### src/rtl/eval_dma_calc_ctl.sv
// AXI4-Lite control slave for the DMA-fed exp fp32 calc core.
// Optional busy-cycle counter: EVAL_DMA_CALC_CTL_CYCLE_COUNT_EN.
module eval_dma_calc_ctl #(
  parameter int          AXI4L_ADDR_WIDTH = 40,
  parameter int          AXI4L_DATA_WIDTH = 64,
  parameter int          AXI4L_STRB_WIDTH = AXI4L_DATA_WIDTH/8,
  parameter int          DMA_ADDR_WIDTH   = 40,
  parameter int          LEN_WIDTH        = 32,
  parameter logic [63:0] CORE_ID          = 64'h527A_0110_0000_0128
) (
  input  logic                        clk,
  input  logic                        reset_n,
  input  logic [AXI4L_ADDR_WIDTH-1:0] s_axi4l_awaddr,
  input  logic [2:0]                  s_axi4l_awprot,
  input  logic                        s_axi4l_awvalid,
  output logic                        s_axi4l_awready,
  input  logic [AXI4L_DATA_WIDTH-1:0] s_axi4l_wdata,
  input  logic [AXI4L_STRB_WIDTH-1:0] s_axi4l_wstrb,
  input  logic                        s_axi4l_wvalid,
  output logic                        s_axi4l_wready,
  output logic [1:0]                  s_axi4l_bresp,
  output logic                        s_axi4l_bvalid,
  input  logic                        s_axi4l_bready,
  input  logic [AXI4L_ADDR_WIDTH-1:0] s_axi4l_araddr,
  input  logic [2:0]                  s_axi4l_arprot,
  input  logic                        s_axi4l_arvalid,
  output logic                        s_axi4l_arready,
  output logic [AXI4L_DATA_WIDTH-1:0] s_axi4l_rdata,
  output logic [1:0]                  s_axi4l_rresp,
  output logic                        s_axi4l_rvalid,
  input  logic                        s_axi4l_rready,
  output logic                        m_start,
  output logic [DMA_ADDR_WIDTH-1:0]   m_src_addr,
  output logic [DMA_ADDR_WIDTH-1:0]   m_dst_addr,
  output logic [LEN_WIDTH-1:0]        m_len,
  input  logic                        s_done,
  output logic                        irq
);

  localparam int DW = AXI4L_DATA_WIDTH;

  typedef enum logic {IDLE, BUSY} state_t;

  state_t state, state_nx;

  logic                        aw_held, w_held;
  logic [4:0]                  aw_idx;
  logic [DW-1:0]               wdata_q;
  logic [AXI4L_STRB_WIDTH-1:0] wstrb_q;
  logic                        we;
  logic                        start_req, start_fire, done_fire;

  logic [DMA_ADDR_WIDTH-1:0]   src_q, dst_q;
  logic [LEN_WIDTH-1:0]        len_q;
  logic                        irq_en, irq_st, done_sticky;
  logic                        w1c, irq_en_we, irq_en_nx, irq_st_nx;

  logic [4:0]                  ar_idx;
  logic [DW-1:0]               rd_val;
  logic [63:0]                 cycles_rd;
  logic                        unused_bits;

  assign unused_bits = ^{s_axi4l_awprot, s_axi4l_arprot,
                         s_axi4l_awaddr, s_axi4l_araddr,
                         wdata_q, wstrb_q, cycles_rd};

  assign s_axi4l_awready = !aw_held && !s_axi4l_bvalid;
  assign s_axi4l_wready  = !w_held && !s_axi4l_bvalid;
  assign s_axi4l_arready = !s_axi4l_rvalid;
  assign s_axi4l_bresp   = 2'b00;
  assign s_axi4l_rresp   = 2'b00;

  assign we        = aw_held && w_held;
  assign start_req = we && aw_idx == 5'd1 && wstrb_q[0] && wdata_q[0];
  assign w1c       = we && aw_idx == 5'd7 && wstrb_q[0] && wdata_q[0];
  assign irq_en_we = we && aw_idx == 5'd6 && wstrb_q[0];
  assign irq_en_nx = irq_en_we ? wdata_q[0] : irq_en;
  // a completion in the clear cycle must not be lost
  assign irq_st_nx = done_fire | (irq_st & ~w1c);

  always_comb begin
    state_nx   = state;
    start_fire = 1'b0;
    done_fire  = 1'b0;
    unique case (state)
      IDLE: if (start_req) begin
        start_fire = 1'b1;
        state_nx   = BUSY;
      end
      BUSY: if (s_done) begin
        done_fire = 1'b1;
        state_nx  = IDLE;
      end
      default: state_nx = IDLE;
    endcase
  end

  always_ff @(posedge clk or negedge reset_n) begin
    if (!reset_n) state <= IDLE;
    else          state <= state_nx;
  end

  always_ff @(posedge clk or negedge reset_n) begin
    if (!reset_n) begin
      aw_held        <= 1'b0;
      w_held         <= 1'b0;
      aw_idx         <= '0;
      wdata_q        <= '0;
      wstrb_q        <= '0;
      s_axi4l_bvalid <= 1'b0;
    end else begin
      if (we) begin
        aw_held <= 1'b0;
        w_held  <= 1'b0;
      end else begin
        if (s_axi4l_awvalid && s_axi4l_awready) begin
          aw_held <= 1'b1;
          aw_idx  <= s_axi4l_awaddr[7:3];
        end
        if (s_axi4l_wvalid && s_axi4l_wready) begin
          w_held  <= 1'b1;
          wdata_q <= s_axi4l_wdata;
          wstrb_q <= s_axi4l_wstrb;
        end
      end
      if (we)                  s_axi4l_bvalid <= 1'b1;
      else if (s_axi4l_bready) s_axi4l_bvalid <= 1'b0;
    end
  end

  always_ff @(posedge clk or negedge reset_n) begin
    if (!reset_n) begin
      src_q       <= '0;
      dst_q       <= '0;
      len_q       <= '0;
      irq_en      <= 1'b0;
      irq_st      <= 1'b0;
      irq         <= 1'b0;
      done_sticky <= 1'b0;
      m_start     <= 1'b0;
      m_src_addr  <= '0;
      m_dst_addr  <= '0;
      m_len       <= '0;
    end else begin
      irq_en  <= irq_en_nx;
      irq_st  <= irq_st_nx;
      irq     <= irq_st_nx & irq_en_nx;
      m_start <= start_fire;
      // running job uses shadow copies taken at start
      if (start_fire) begin
        m_src_addr  <= src_q;
        m_dst_addr  <= dst_q;
        m_len       <= len_q;
        done_sticky <= 1'b0;
      end else if (done_fire) begin
        done_sticky <= 1'b1;
      end
      for (int i = 0; i < DMA_ADDR_WIDTH/8; i++) begin
        if (we && aw_idx == 5'd3 && wstrb_q[i])
          src_q[i*8 +: 8] <= wdata_q[i*8 +: 8];
        if (we && aw_idx == 5'd4 && wstrb_q[i])
          dst_q[i*8 +: 8] <= wdata_q[i*8 +: 8];
      end
      for (int i = 0; i < LEN_WIDTH/8; i++) begin
        if (we && aw_idx == 5'd5 && wstrb_q[i])
          len_q[i*8 +: 8] <= wdata_q[i*8 +: 8];
      end
    end
  end

`ifdef EVAL_DMA_CALC_CTL_CYCLE_COUNT_EN
  logic [63:0] cycles;

  always_ff @(posedge clk or negedge reset_n) begin
    if (!reset_n)
      cycles <= '0;
    else if (start_fire)
      cycles <= '0;
    else if (state == BUSY && cycles != '1)
      cycles <= cycles + 64'd1;
  end

  assign cycles_rd = cycles;
`else
  assign cycles_rd = '0;
`endif

  assign ar_idx = s_axi4l_araddr[7:3];

  always_comb begin
    rd_val = '0;
    case (ar_idx)
      5'd0: rd_val = DW'(CORE_ID);
      5'd2: rd_val[1:0] = {done_sticky, state == BUSY};
      5'd3: rd_val[DMA_ADDR_WIDTH-1:0] = src_q;
      5'd4: rd_val[DMA_ADDR_WIDTH-1:0] = dst_q;
      5'd5: rd_val[LEN_WIDTH-1:0] = len_q;
      5'd6: rd_val[0] = irq_en;
      5'd7: rd_val[0] = irq_st;
      5'd8: rd_val = DW'(cycles_rd);
      default: rd_val = '0;
    endcase
  end

  always_ff @(posedge clk or negedge reset_n) begin
    if (!reset_n) begin
      s_axi4l_rvalid <= 1'b0;
      s_axi4l_rdata  <= '0;
    end else if (s_axi4l_arvalid && s_axi4l_arready) begin
      s_axi4l_rvalid <= 1'b1;
      s_axi4l_rdata  <= rd_val;
    end else if (s_axi4l_rready) begin
      s_axi4l_rvalid <= 1'b0;
    end
  end

endmodule
### config.mk
export PLATFORM = sky130hd
export DESIGN_NAME = eval_dma_calc_ctl
export DESIGN_NICKNAME = d
export VERILOG_FILES = /design/src/rtl/eval_dma_calc_ctl.sv
export SDC_FILE = /design/constraint.sdc
export NUM_CORES = 1
export LEC_CHECK = 0
export CELL_PAD_IN_SITES_DETAIL_PLACEMENT = 2
export CELL_PAD_IN_SITES_GLOBAL_PLACEMENT = 2
export CORE_MARGIN = 5
export CORE_UTILIZATION = 35
export DETAILED_ROUTE_END_ITERATION = 10
export GPL_TIMING_DRIVEN = 0
export PLACE_DENSITY_LB_ADDON = 0.1
export SETUP_SLACK_MARGIN = 0.02
export SYNTH_ARGS = -nofsm -noshare
export SYNTH_HDL_FRONTEND = slang
export SYNTH_SLANG_ARGS = --single-unit
### constraint.sdc
create_clock -name clk -period 6.35 [get_ports clk]
set_clock_uncertainty 0.15 [all_clocks]
set_input_delay 0.635 -clock clk [delete_from_list [all_inputs] [get_ports clk]]
set_output_delay 0.635 -clock clk [all_outputs]
set_load 0.02 [all_outputs]
**Word-level counts from Yosys, hierarchy flattened**

Index checks and enable logic that the tools add are counted.

- Register bits after elaboration: 348
- Input bits: 166
- Output and inout port bits: 187
- Logic and storage cells: 114

- Eq/ne operators: 12
- Mux-type cells: 22
- Bitwise operators: 6
- Reductions and logical operators: 43

Operators with widths:

| cell | count |
|---|---|
| $pmux W30 S4 | 1 |
| $eq A5 B3 Y1 const B | 8 |
| $logic_and A1 B1 Y1 | 31 |
| $pmux W8 S3 | 1 |
| $mux W23 | 1 |
| $mux W1 | 16 |
| $eq A5 B2 Y1 const B | 3 |
| $reduce_bool A2 Y1 | 5 |
| $pmux W1 S6 | 1 |
| $eq A5 B1 Y1 const B | 1 |
| $logic_not A5 Y1 | 1 |
| $logic_not A1 Y1 | 4 |
| $pmux W1 S4 | 1 |
| $reduce_and A2 Y1 | 2 |
| $not A1 Y1 | 3 |
| $and A1 B1 Y1 | 2 |
| $pmux W1 S2 | 1 |
| $or A1 B1 Y1 | 1 |

**Longest topological paths before layout**

- Depth in word-level cells: 8
- Depth in mapped cells: 8

**Worst setup path after synthesis**

No wires, ideal clock.

- Path kind: register -> register
- Start point: register s_axi4l_bvalid
- End point: register wdata_q[30]
- Data arrival time: 1.980 ns
- Data required time: 6.075 ns
- Path slack: 4.095 ns
- Stages on the path, launching flop included: 6
- Path buffers: 2
- Cells stage by stage: dfrtp_1 nor2_1 and2_1 clkbuf_1 clkbuf_1 mux2_2

- Cells in the longest elaborated chain, start to end: 4

RTL lines:

| item | RTL line | RTL |
|---|---|---|
| start, declared | 22 | `output logic s_axi4l_bvalid,` |
| start signal, assigned | 110 | `s_axi4l_bvalid <= 1'b0;` |
| start signal, assigned | 126 | `if (we) s_axi4l_bvalid <= 1'b1;` |
| start signal, assigned | 127 | `else if (s_axi4l_bready) s_axi4l_bvalid <= 1'b0;` |
| $logic_not A1 Y1 | 68 | `assign s_axi4l_wready = !w_held && !s_axi4l_bvalid;` |
| $logic_and A1 B1 Y1 | 68 |  |
| named net s_axi4l_wready | 20 | `output logic s_axi4l_wready,` |
| $logic_and A1 B1 Y1 | 120 | `if (s_axi4l_wvalid && s_axi4l_wready) begin` |
| $reduce_and A2 Y1 (no line) | n/a |  |
| end signal, assigned | 122 | `wdata_q <= s_axi4l_wdata;` |
| end, declared | 48 | `logic [DW-1:0] wdata_q;` |

The timed path passes the listed nets, and every way through them passes these cells.
A chain may end at the register's enable or synchronous reset.

**Worst setup path in the final report**

- Start point: input port s_axi4l_arvalid
- End point: register s_axi4l_rdata[15]

- Cells in the longest elaborated chain, start to end: 1

RTL lines:

| item | RTL line | RTL |
|---|---|---|
| start, declared | 26 | `input logic s_axi4l_arvalid,` |
| $logic_and A1 B1 Y1 | 209 | `end else if (s_axi4l_arvalid && s_axi4l_arready) begin` |
| end signal, assigned | 211 | `s_axi4l_rdata <= rd_val;` |
| end, declared | 28 | `output logic [AXI4L_DATA_WIDTH-1:0] s_axi4l_rdata,` |

Every way passes these cells.

==> impl_results.md <==
* Post-synth EDFFs at 0
* Worst endpoint data arrival time at 3.32 ns
* Drt first-iter violations at 276
* Via Count at 8363
* Seq/Total Area, Yosys at 62.6%
* R2r setup slk at 3.37 ns
* Die area at 41100 µm²
* DRC viols at 0
* Die H at 203 µm
* Clk buf depth at 3
* FF-to-FF path depth at 6
* Post-Syn Area at 13000 µm²
* WHS Path Cells at 1
* Worst path required time at 6.56 ns
* Max cap viols at 0
* Yosys cell types at 41
* Clk root buf: clkbuf_16
* Reg-to-reg startpoint: s_axi4l_rvalid
* All-layer global routing usage at 19.0%
* Final WL at 39.4 mm
* Period utilization at 49.0%
* Number of CTS-inserted buffers at 37
* Crit Path Class: in2reg
* HP Class: reg2reg
* Num rows at 70
* Crit. End Element: flip-flop
* Met3 WL at 1.65 mm
* Inserted Diodes at 0
* Depth of the CTS H-tree at 2
* Layout cells sized above 1 at 27.9%
* RD Place Congestion at 0.725
* Max Clk Rate at around 0.32 GHz
* Total setup buffers inserted after CTS at 0
* Final Max Tran Viols at 0
* Met2 wire length at 19.7 mm
* Total grt overflow at 0
* Top Layer Used: met5
* R2R Path End: s_axi4l_rdata[15]
* Final setup viols at 0
* Hold Path Sink: m_len[23]
* DRT antenna net count at 0
* LEAKAGE at roughly 8 nW
* Post-synthesis async set-or-reset flop share at 100%
* Area Growth Syn to Fin at 32.7%
* First-pass GRT wire length at 60.5 mm
* Main synth FF type: dfrtp_1
* CP max FO at 10
* Startpoint Class: primary input
* Max IR drop VDD at approximately 0.17 mV
* PD cells at 360 nW/µm²
* Total Power at 6.20 mW
* Core area at 36600 µm²
* Max_slew headroom at 39.5%
* Mapped Cells at 882
* Worst hold start: m_len[23]
* Synth warn at 0
* Clock-pin slew on the worst setup and hold paths at roughly 0.06 ns
* Nets@finish at 1339
* Number of port buffers at 229
* CTS tree: yes
* Post-route setup slack at 3.24 ns
* Vias in the first global route at around 9400
* Ports at 353
* Pin count of the biggest net entering global routing at 100
* Run status: completed
* Metal-1 WL at 17.5 mm
* Final hold vios at 0
* Clock latency reported for the late side of the worst-skew pair at 0.51 ns
* Worst-Margin Slew at 0.907 ns
* WL/cell at 23.6 µm
* Unrepaired setup endpoints after global routing: false
* DP HPWL at between 20 and 30 mm
* Num Clock Sinks at roughly 330
* Via density at 5.02
* Flops & latches, synth at 325
* Placement Setup Slack at 2.59 ns
* Initial Utilization at 35.5%
* Drt pass-1 iters at 4
* Avg Inst Size Synth at 14.7 µm²
* Number of fill cells at ~3500
* Die width at slightly above 200 µm
* Final min period at just over 3 ns
* Antenna violations before repair at 4
-- cells by family after synthesis --
kind of cell | synth area share [%]
DFF | 62.6
muxes | 24.3
other | 0.0289
and+or+nand+nor | 3.22
buffers and inverters | 3.62
AOI/OAI and AO/OA | 6.24
-- synthesized netlist by cell type, types with 4 or more instances --
master | number | share of area, %
a21oi_1 | 4 | 0.15
a22o_1 | 10 | 0.67
a22oi_1 | 55 | 3.2
and2_1 | 5 | 0.24
and3_1 | 7 | 0.34
buf_1 | 5 | 0.14
buf_2 | 13 | 0.50
buf_4 | 28 | 1.6
buf_6 | 5 | 0.43
clkbuf_1 | 23 | 0.66
dfrtp_1 | 325 | 63
inv_1 | 9 | 0.26
mux2_1 | 58 | 5.0
mux2_2 | 220 | 19
nand2_1 | 23 | 0.66
nand2_2 | 4 | 0.19
nand3_1 | 6 | 0.23
nor2_1 | 8 | 0.23
o21ai_0 | 35 | 1.3
o22ai_1 | 8 | 0.39
-- sequential cells by signal, indices dropped and copies added, names as in the netlist, 5 cells and up --
register	flops
len_q	32
s_axi4l_rdata	41
m_src_addr	40
aw_idx	5
wdata_q	40
m_dst_addr	40
dst_q	40
src_q	40
wstrb_q	5
m_len	32
-- final cells by class --
| type | instances | area, µm² | share of cell area (%) |
|---|---|---|---|
| plain buffers | 74 | 437 | 2.53 |
| flip-flops and latches | 325 | 8130 | 47.2 |
| repair buffers | 234 | 2390 | 13.9 |
| clock buffers | 56 | 1130 | 6.56 |
| clock inverters | 8 | 71.3 | 0.414 |
| well taps | 468 | 586 | 3.40 |
| inverters | 9 | 33.8 | 0.196 |
| multi-input cells | 492 | 4450 | 25.8 |
-- layout by cell type (no fill, tap or decap), drive strengths merged, types with 2 or more instances in the layout --
cell type,n
clkdlybuf4s50,228
conb,19
a22o,10
mux2,278
clkinv,5
inv,10
nand2,27
nand4b,3
nor4b,2
o21ai,35
and3,7
nor3,3
o22ai,8
nand2b,3
a21oi,4
a311oi,3
dfrtp,325
clkbuf,79
mux2i,2
nand4,2
nand3,6
nor2,8
a22oi,55
buf,56
and2,5
nor2b,3
-- power by group --
group	total (mW)	switching [mW]	internal, mW
clock network	2.11	0.844	1.27
logic	1.02	0.430	0.594
registers	3.07	0.467	2.60
-- worst max-delay path: stages --
cell	delay, ns
clkdlybuf4s50_1	0.39
nand2b_1	0.08
clkbuf_1	0.68
nor3_1	0.21
nand3_1	0.56
clkbuf_1	0.53
o21ai_0	0.22
-- routing by layer --
layer | global-route usage (%) | up-vias
li1 | - | 3732
met3 | 3.88 | 40
met5 | 0 | -
met4 | 3.15 | 6
met2 | 32.9 | 178
met1 | 25.3 | 4407
-- per-stage QoR --
| step | cells | utilization [%] | hold WS (ns) | setup TNS, ns | cell area (µm²) |
|---|---|---|---|---|---|
| after floorplan | 900 | - | 0.189 | 0 | 13100 |
| after global placement | 1597 | 43.5 | 0.315 | -3329.37 | 15900 |
| after detailed placement | 1601 | 43.8 | 0.330 | 0 | 16000 |
| after CTS | 1666 | 47.1 | 0.347 | 0 | 17200 |
| after global routing | 1666 | 47.1 | 0.361 | 0 | 17200 |
| final | 1666 | 47.1 | 0.340 | 0 | 17200 |
-- worst max-delay path by stage --
| stage | slack (ns) | startpoint | end |
|---|---|---|---|
| finish | 3.24 | s_axi4l_arvalid | s_axi4l_rdata[15] |
| global route | 3.00 | s_axi4l_arvalid | s_axi4l_rdata[15] |
| CTS | 3.12 | s_axi4l_arvalid | s_axi4l_rdata[15] |
| detailed placement | 2.59 | s_axi4l_arvalid | s_axi4l_rdata[14] |
| global placement | -10.30 | reset_n | m_src_addr[14] |
| floorplan | 4.09 | s_axi4l_bvalid | wdata_q[30] |
-- timing repair --
action,CTS,global route
hold endpoints to repair,69,0
resized for setup,0,0
hold buffers,1,0
No activity file was read; power rests on OpenSTA's default activity.
